### src/rtl/tt_um_emern_det_setup_pkg.sv
// rtl/tt_um_emern_det_setup_pkg.sv - shared screen constants, widths and FSM encoding for triangle setup
package tt_um_emern_det_setup_pkg;

  localparam int SCREEN_W = 64;
  localparam int SCREEN_H = 48;
  localparam int COORD_W  = 6;
  localparam int DET_W    = 13;
  localparam int DIFF_W   = COORD_W + 1;
  localparam int PROD_W   = 2 * DIFF_W;

  typedef enum logic [2:0] {
    ST_IDLE = 3'd0,
    ST_DIFF = 3'd1,
    ST_MUL0 = 3'd2,
    ST_MUL1 = 3'd3,
    ST_DONE = 3'd4
  } state_e;

  // Zero-extend both coordinates so the difference is a true signed value in -63..63.
  function automatic logic [DIFF_W-1:0] coord_diff(input logic [COORD_W-1:0] a,
                                                   input logic [COORD_W-1:0] b);
    coord_diff = {1'b0, a} - {1'b0, b};
  endfunction

endpackage

### src/rtl/tt_um_emern_smul7.sv
// rtl/tt_um_emern_smul7.sv - combinational 7x7 signed multiplier with 14-bit product
module tt_um_emern_smul7
  import tt_um_emern_det_setup_pkg::*;
(
  input  logic [DIFF_W-1:0] a,
  input  logic [DIFF_W-1:0] b,
  output logic [PROD_W-1:0] p
);

  logic [PROD_W-1:0] a_ext;
  logic [PROD_W-1:0] b_ext;

  // Low 14 bits of the sign-extended product equal the signed product.
  assign a_ext = {{(PROD_W-DIFF_W){a[DIFF_W-1]}}, a};
  assign b_ext = {{(PROD_W-DIFF_W){b[DIFF_W-1]}}, b};
  assign p     = a_ext * b_ext;

endmodule

### src/rtl/tt_um_emern_det_setup.sv
// rtl/tt_um_emern_det_setup.sv - sequential edge-function determinant with one shared multiplier
module tt_um_emern_det_setup
  import tt_um_emern_det_setup_pkg::*;
(
  input  logic               clk,
  input  logic               reset,
  input  logic               in_valid,
  output logic               in_ready,
  input  logic [COORD_W-1:0] x0,
  input  logic [COORD_W-1:0] x1,
  input  logic [COORD_W-1:0] x2,
  input  logic [COORD_W-1:0] y0,
  input  logic [COORD_W-1:0] y1,
  input  logic [COORD_W-1:0] y2,
  output logic               out_valid,
  input  logic               out_ready,
  output logic [DET_W-1:0]   determinant,
  output logic               degenerate
);

  state_e              state_q, state_d;
  logic [COORD_W-1:0]  x0_q, x1_q, x2_q, y0_q, y1_q, y2_q;
  logic [COORD_W-1:0]  x0_d, x1_d, x2_d, y0_d, y1_d, y2_d;
  logic [DIFF_W-1:0]   dx1_q, dy2_q, dx2_q, dy1_q;
  logic [DIFF_W-1:0]   dx1_d, dy2_d, dx2_d, dy1_d;
  logic [PROD_W-1:0]   p0_q, p0_d;
  logic [DET_W-1:0]    det_q, det_d;
  logic                degen_q, degen_d;
  logic                out_valid_q, out_valid_d;

  logic [DIFF_W-1:0]   mul_a, mul_b;
  logic [PROD_W-1:0]   prod;
  logic [PROD_W-1:0]   det_full;

  always_comb begin
    mul_a = dx1_q;
    mul_b = dy2_q;
    if (state_q == ST_MUL1) begin
      mul_a = dx2_q;
      mul_b = dy1_q;
    end
  end

  tt_um_emern_smul7 u_smul7 (
    .a (mul_a),
    .b (mul_b),
    .p (prod)
  );

  // Bit 13 always matches bit 12 for 6-bit inputs, so truncation is lossless.
  assign det_full = p0_q - prod;

  always_comb begin
    state_d     = state_q;
    x0_d        = x0_q;
    x1_d        = x1_q;
    x2_d        = x2_q;
    y0_d        = y0_q;
    y1_d        = y1_q;
    y2_d        = y2_q;
    dx1_d       = dx1_q;
    dy2_d       = dy2_q;
    dx2_d       = dx2_q;
    dy1_d       = dy1_q;
    p0_d        = p0_q;
    det_d       = det_q;
    degen_d     = degen_q;
    out_valid_d = out_valid_q;
    case (state_q)
      ST_IDLE: begin
        if (in_valid) begin
          x0_d    = x0;
          x1_d    = x1;
          x2_d    = x2;
          y0_d    = y0;
          y1_d    = y1;
          y2_d    = y2;
          state_d = ST_DIFF;
        end
      end
      ST_DIFF: begin
        dx1_d   = coord_diff(x1_q, x0_q);
        dy2_d   = coord_diff(y2_q, y0_q);
        dx2_d   = coord_diff(x2_q, x0_q);
        dy1_d   = coord_diff(y1_q, y0_q);
        state_d = ST_MUL0;
      end
      ST_MUL0: begin
        p0_d    = prod;
        state_d = ST_MUL1;
      end
      ST_MUL1: begin
        det_d       = det_full[DET_W-1:0];
        degen_d     = (det_full == '0);
        out_valid_d = 1'b1;
        state_d     = ST_DONE;
      end
      ST_DONE: begin
        if (out_ready) begin
          out_valid_d = 1'b0;
          state_d     = ST_IDLE;
        end
      end
      default: begin
        out_valid_d = 1'b0;
        state_d     = ST_IDLE;
      end
    endcase
  end

  always_ff @(posedge clk) begin
    if (reset) begin
      state_q     <= ST_IDLE;
      x0_q        <= '0;
      x1_q        <= '0;
      x2_q        <= '0;
      y0_q        <= '0;
      y1_q        <= '0;
      y2_q        <= '0;
      dx1_q       <= '0;
      dy2_q       <= '0;
      dx2_q       <= '0;
      dy1_q       <= '0;
      p0_q        <= '0;
      det_q       <= '0;
      degen_q     <= 1'b0;
      out_valid_q <= 1'b0;
    end else begin
      state_q     <= state_d;
      x0_q        <= x0_d;
      x1_q        <= x1_d;
      x2_q        <= x2_d;
      y0_q        <= y0_d;
      y1_q        <= y1_d;
      y2_q        <= y2_d;
      dx1_q       <= dx1_d;
      dy2_q       <= dy2_d;
      dx2_q       <= dx2_d;
      dy1_q       <= dy1_d;
      p0_q        <= p0_d;
      det_q       <= det_d;
      degen_q     <= degen_d;
      out_valid_q <= out_valid_d;
    end
  end

  assign in_ready    = (state_q == ST_IDLE);
  assign out_valid   = out_valid_q;
  assign determinant = det_q;
  assign degenerate  = degen_q;

endmodule

### config.mk
export PLATFORM = sky130hd
export DESIGN_NAME = tt_um_emern_det_setup
export DESIGN_NICKNAME = d
export VERILOG_FILES = /design/src/rtl/tt_um_emern_det_setup_pkg.sv /design/src/rtl/tt_um_emern_smul7.sv /design/src/rtl/tt_um_emern_det_setup.sv
export SDC_FILE = /design/constraint.sdc
export NUM_CORES = 1
export LEC_CHECK = 0
export CAP_MARGIN = 20
export CORE_MARGIN = 4
export CORE_UTILIZATION = 40
export DETAILED_ROUTE_END_ITERATION = 10
export GPL_ROUTABILITY_DRIVEN = 0
export GPL_TIMING_DRIVEN = 0
export PLACE_DENSITY_LB_ADDON = 0.3
export SLEW_MARGIN = 10
export SYNTH_ARGS = -nofsm -noshare
export SYNTH_HDL_FRONTEND = slang
export SYNTH_SLANG_ARGS = --single-unit
### constraint.sdc
create_clock -name clk -period 8.2 [get_ports clk]
set_input_delay 2.05 -clock clk [delete_from_list [all_inputs] [get_ports clk]]
set_output_delay 2.05 -clock clk [all_outputs]
set_load 0.02 [all_outputs]
==> results.md <==
- Critical Path Source Type: flip-flop
- P per Cell Area: 187 nW/um^2
- Worst EP arrival: 7890 ps
- Initial antenna violation count: 0
- Slowest-stage cell, CP: or4_1
- Placed cell area: between 7000 and 8000 um^2
- Period utilization: 0.930
- CTS Buffer Depth: 2
- Hold Crit Class: reg2reg
- Core box area: 16500 um^2
- Fin util: 0.474
- Share of total power in combinational logic: 0.362
- Fin. Hold Viols: 0
- FF+latch area: roughly 1900 um^2
- Most frequent cells in the layout: nand2_1, dfxtp_1, a21oi_1
- Multi-input gate area: between 4000 and 5000 um^2
- Initial core utilization: 0.408
- Chip width: 138 um
- Post-CTS setup buffers: 0
- Vias in the first global route: 5204
- Commonest non-fill, non-tap cell in the layout: nand2_1
- Max Slew Vio Count: 0
- Final Cell Area: between 7000 and 8000 um^2
- Crit path depth: 25
- Max Cap Viol: 0
- CP Data Required Time: 8470 ps
- Synth area leader: dfxtp_1
- Status: completed
- Crit end category: flip-flop
- Sequential Power Share: 0.358
- All-layer global routing usage: 0.164
- Setup TNS: 0 ps
- Hold slack: 451 ps
- Syn nets: 963
- Worst path max stage delay: 580 ps
- Pint: ~0.95 mW
- Drt pass-1 iters: 4
- Critical Path End: degenerate
- DRT antenna net count: 0
- Maximum clock frequency: 0.131 GHz
- Port bufs: 54
- Reg2Reg Depth: 25
- Proportion of netlist area held by the largest area contributor: 0.285
- DR iter-0 viols: just under 200
- # diodes: 0
- Critical path type: reg2reg
- CTS tree: done
- Num CTS Buffers: 9
- Synth top area cells: dfxtp_1, fa_1, ha_1
- Clk sinks: 96
- Post-synth cell types: 44
- Max FO, Critical Path: 10
- Slew headroom: 0.499
- Die Ht: 138 um
- Clock root buffer: clkbuf_16
- Worst IR drop on VDD: 108 uV
- Clk network pwr share: 0.280
- LEAKAGE: around 3.3 nW
- Slew @ Worst Pin: around 730 ps
- Latest clock arrival within the worst-skew pair: 350 ps
- Reg-to-reg startpoint: state_q[0]
- Sequential area share after synthesis: 0.285
- Sw Share: 0.355
- Main flop type after synthesis: dfxtp_1
- Cell count after synthesis: between 800 and 900
- CP delay by family, top: adder cells
- CP Launch Point: state_q[0]
- Setup-failing EPs final: 0
- DP HPWL: around 12 mm
- Buffers plus inverters on the worst setup path: 6
- CTS H-tree depth: 3
- Wire per inst: 13.5 um
- Nets: about 1000
- Syn Area/Cell: just over 8 um^2
- Via count: 5365
- Synth warnings: 0
- Residual DRC: 0
- NetSw: 0.520 mW
- Clk slew on worst S/H paths: approximately 70 ps
- RSZ-0062 raised after global routing: false
- R2r endpoint: degenerate
- Number of vias per cell: just under 5
- R2R setup slack: 570 ps
- Post-layout min period: 7630 ps
- Share of cells above drive strength 1: 0.0351
- GRT overflow: 0
- Rows: 47
- Cell Area, Synth: about 6700 um^2
- FF+latch count, synth: 96
- Num ports: 56
- Number of synthesized flops with an enable pin: 0
- Largest net degree at the start of global routing: 17
- Detailed-route wire length: 14.9 mm
- Filler cells: 1652
- First-pass GRT wire length: 24.8 mm
- Die area: 19000 um^2
- Fin Clk Skew: around 12 ps
- Synth-to-Final Area Change: 16.3%
- Ys async rst share: 0
==> flip-flops by register name (all words and copies together), names as in the netlist, 3 cells and up <==
register,flops
p0_q,14
determinant,13
dx1_q,7
dx2_q,7
dy1_q,7
dy2_q,7
x0_q,6
x1_q,6
x2_q,6
y0_q,6
y1_q,6
y2_q,6
state_q,3
==> logic make-up after synthesis <==
family | Yosys count | share of synthesized area
simple gates | 284 | 0.180
xor+xnor | 47 | 0.0622
buf+inv | 111 | 0.0620
mux | 15 | 0.0223
flops | 96 | 0.285
compound gates | 152 | 0.135
fa+ha+maj | 110 | 0.253
==> stage by stage <==
stage | setup slack [ps] | total power, mW | std cells
after floorplan | 1640 | 0.933 | 815
after global placement | 627 | 1.07 | 1089
after detailed placement | 527 | 1.07 | 1089
after CTS | 475 | 1.48 | 1105
after global routing | 0.911 | 1.56 | 1104
final | 574 | 1.47 | 1104
==> area by class of cell <==
cell class | count | share of cell area
Buffer | 33 | 0.0160
Clock buffer | 12 | 0.0315
Clock inverter | 4 | 0.00431
Inverter | 77 | 0.0369
Multi-Input combinational cell | 608 | 0.562
Sequential cell | 96 | 0.245
Tap cell | 220 | 0.0351
Timing Repair Buffer | 54 | 0.0690
==> worst min path at each step <==
stage / from / slack (ps) / to / cells after the start
2_1_floorplan: dx2_q[2] / 430 / dx2_q[2] / 2
3_3_place_gp: dy1_q[3] / 440 / dy1_q[3] / 2
3_5_place_dp: dy1_q[2] / 440 / dy1_q[2] / 2
4_1_cts: dy1_q[2] / 450 / dy1_q[2] / 2
5_1_grt: determinant[3] / 470 / determinant[3] / 2
6_report: dy1_q[5] / 450 / dy1_q[5] / 2
==> worst reg2reg max path: stages (launching register included) <==
cell and delay (ps):
dfxtp_1 310, clkbuf_1 320, nand3_1 550, buf_2 410, mux2i_1 550, or2_2 240
fa_1 450, fa_1 550, inv_1 60, fa_1 520, inv_1 50, fa_1 520
inv_1 40, ha_1 300, inv_1 110, o21bai_1 90, a21oi_1 230, xor2_1 280
ha_1 260, nand2_1 70, a21oi_1 100, o21ai_0 140, a311oi_1 460, xnor2_1 180
or4_1 580, o31ai_2 180
==> per-layer routing <==
layer	share of wire	vias up	GRT usage
met5	0	-	0
met1	0.47	2465	0.212
met4	0.017	0	0.0456
li1	-	2788	-
met2	0.47	94	0.280
met3	0.039	18	0.0321
==> synth_stat cells, types with 3 or more instances <==
cell	count
nand2_1	150
dfxtp_1	96
a21oi_1	92
inv_1	77
nor2_1	72
ha_1	64
fa_1	44
clkbuf_1	32
xnor2_1	27
xor2_1	19
a211oi_1	17
mux2i_1	15
o21ai_0	15
a21o_1	12
nand2b_1	10
nor2b_1	10
or2_2	9
nor3_1	8
nand3_1	7
and2_1	4
and3_1	3
o21a_1	3
==> power groups by stage <==
| stage | sequential [mW] | clock, mW | combinational, mW |
|---|---|---|---|
| 3_5_place_dp | 0.536 | 0 | 0.534 |
| 6_report | 0.525 | 0.410 | 0.532 |
| 3_3_place_gp | 0.535 | 0 | 0.530 |
| 4_1_cts | 0.525 | 0.420 | 0.537 |
| 5_1_grt | 0.529 | 0.435 | 0.600 |
| 2_1_floorplan | 0.534 | 0 | 0.399 |
==> what timing repair did <==
| item | in CTS | in global routing |
|---|---|---|
| hold buffers | 0 | 0 |
| setup endpoints to repair | 0 | 1 |
| resized for setup | 0 | 1 |
No activity file was read; power rests on OpenSTA's default activity.
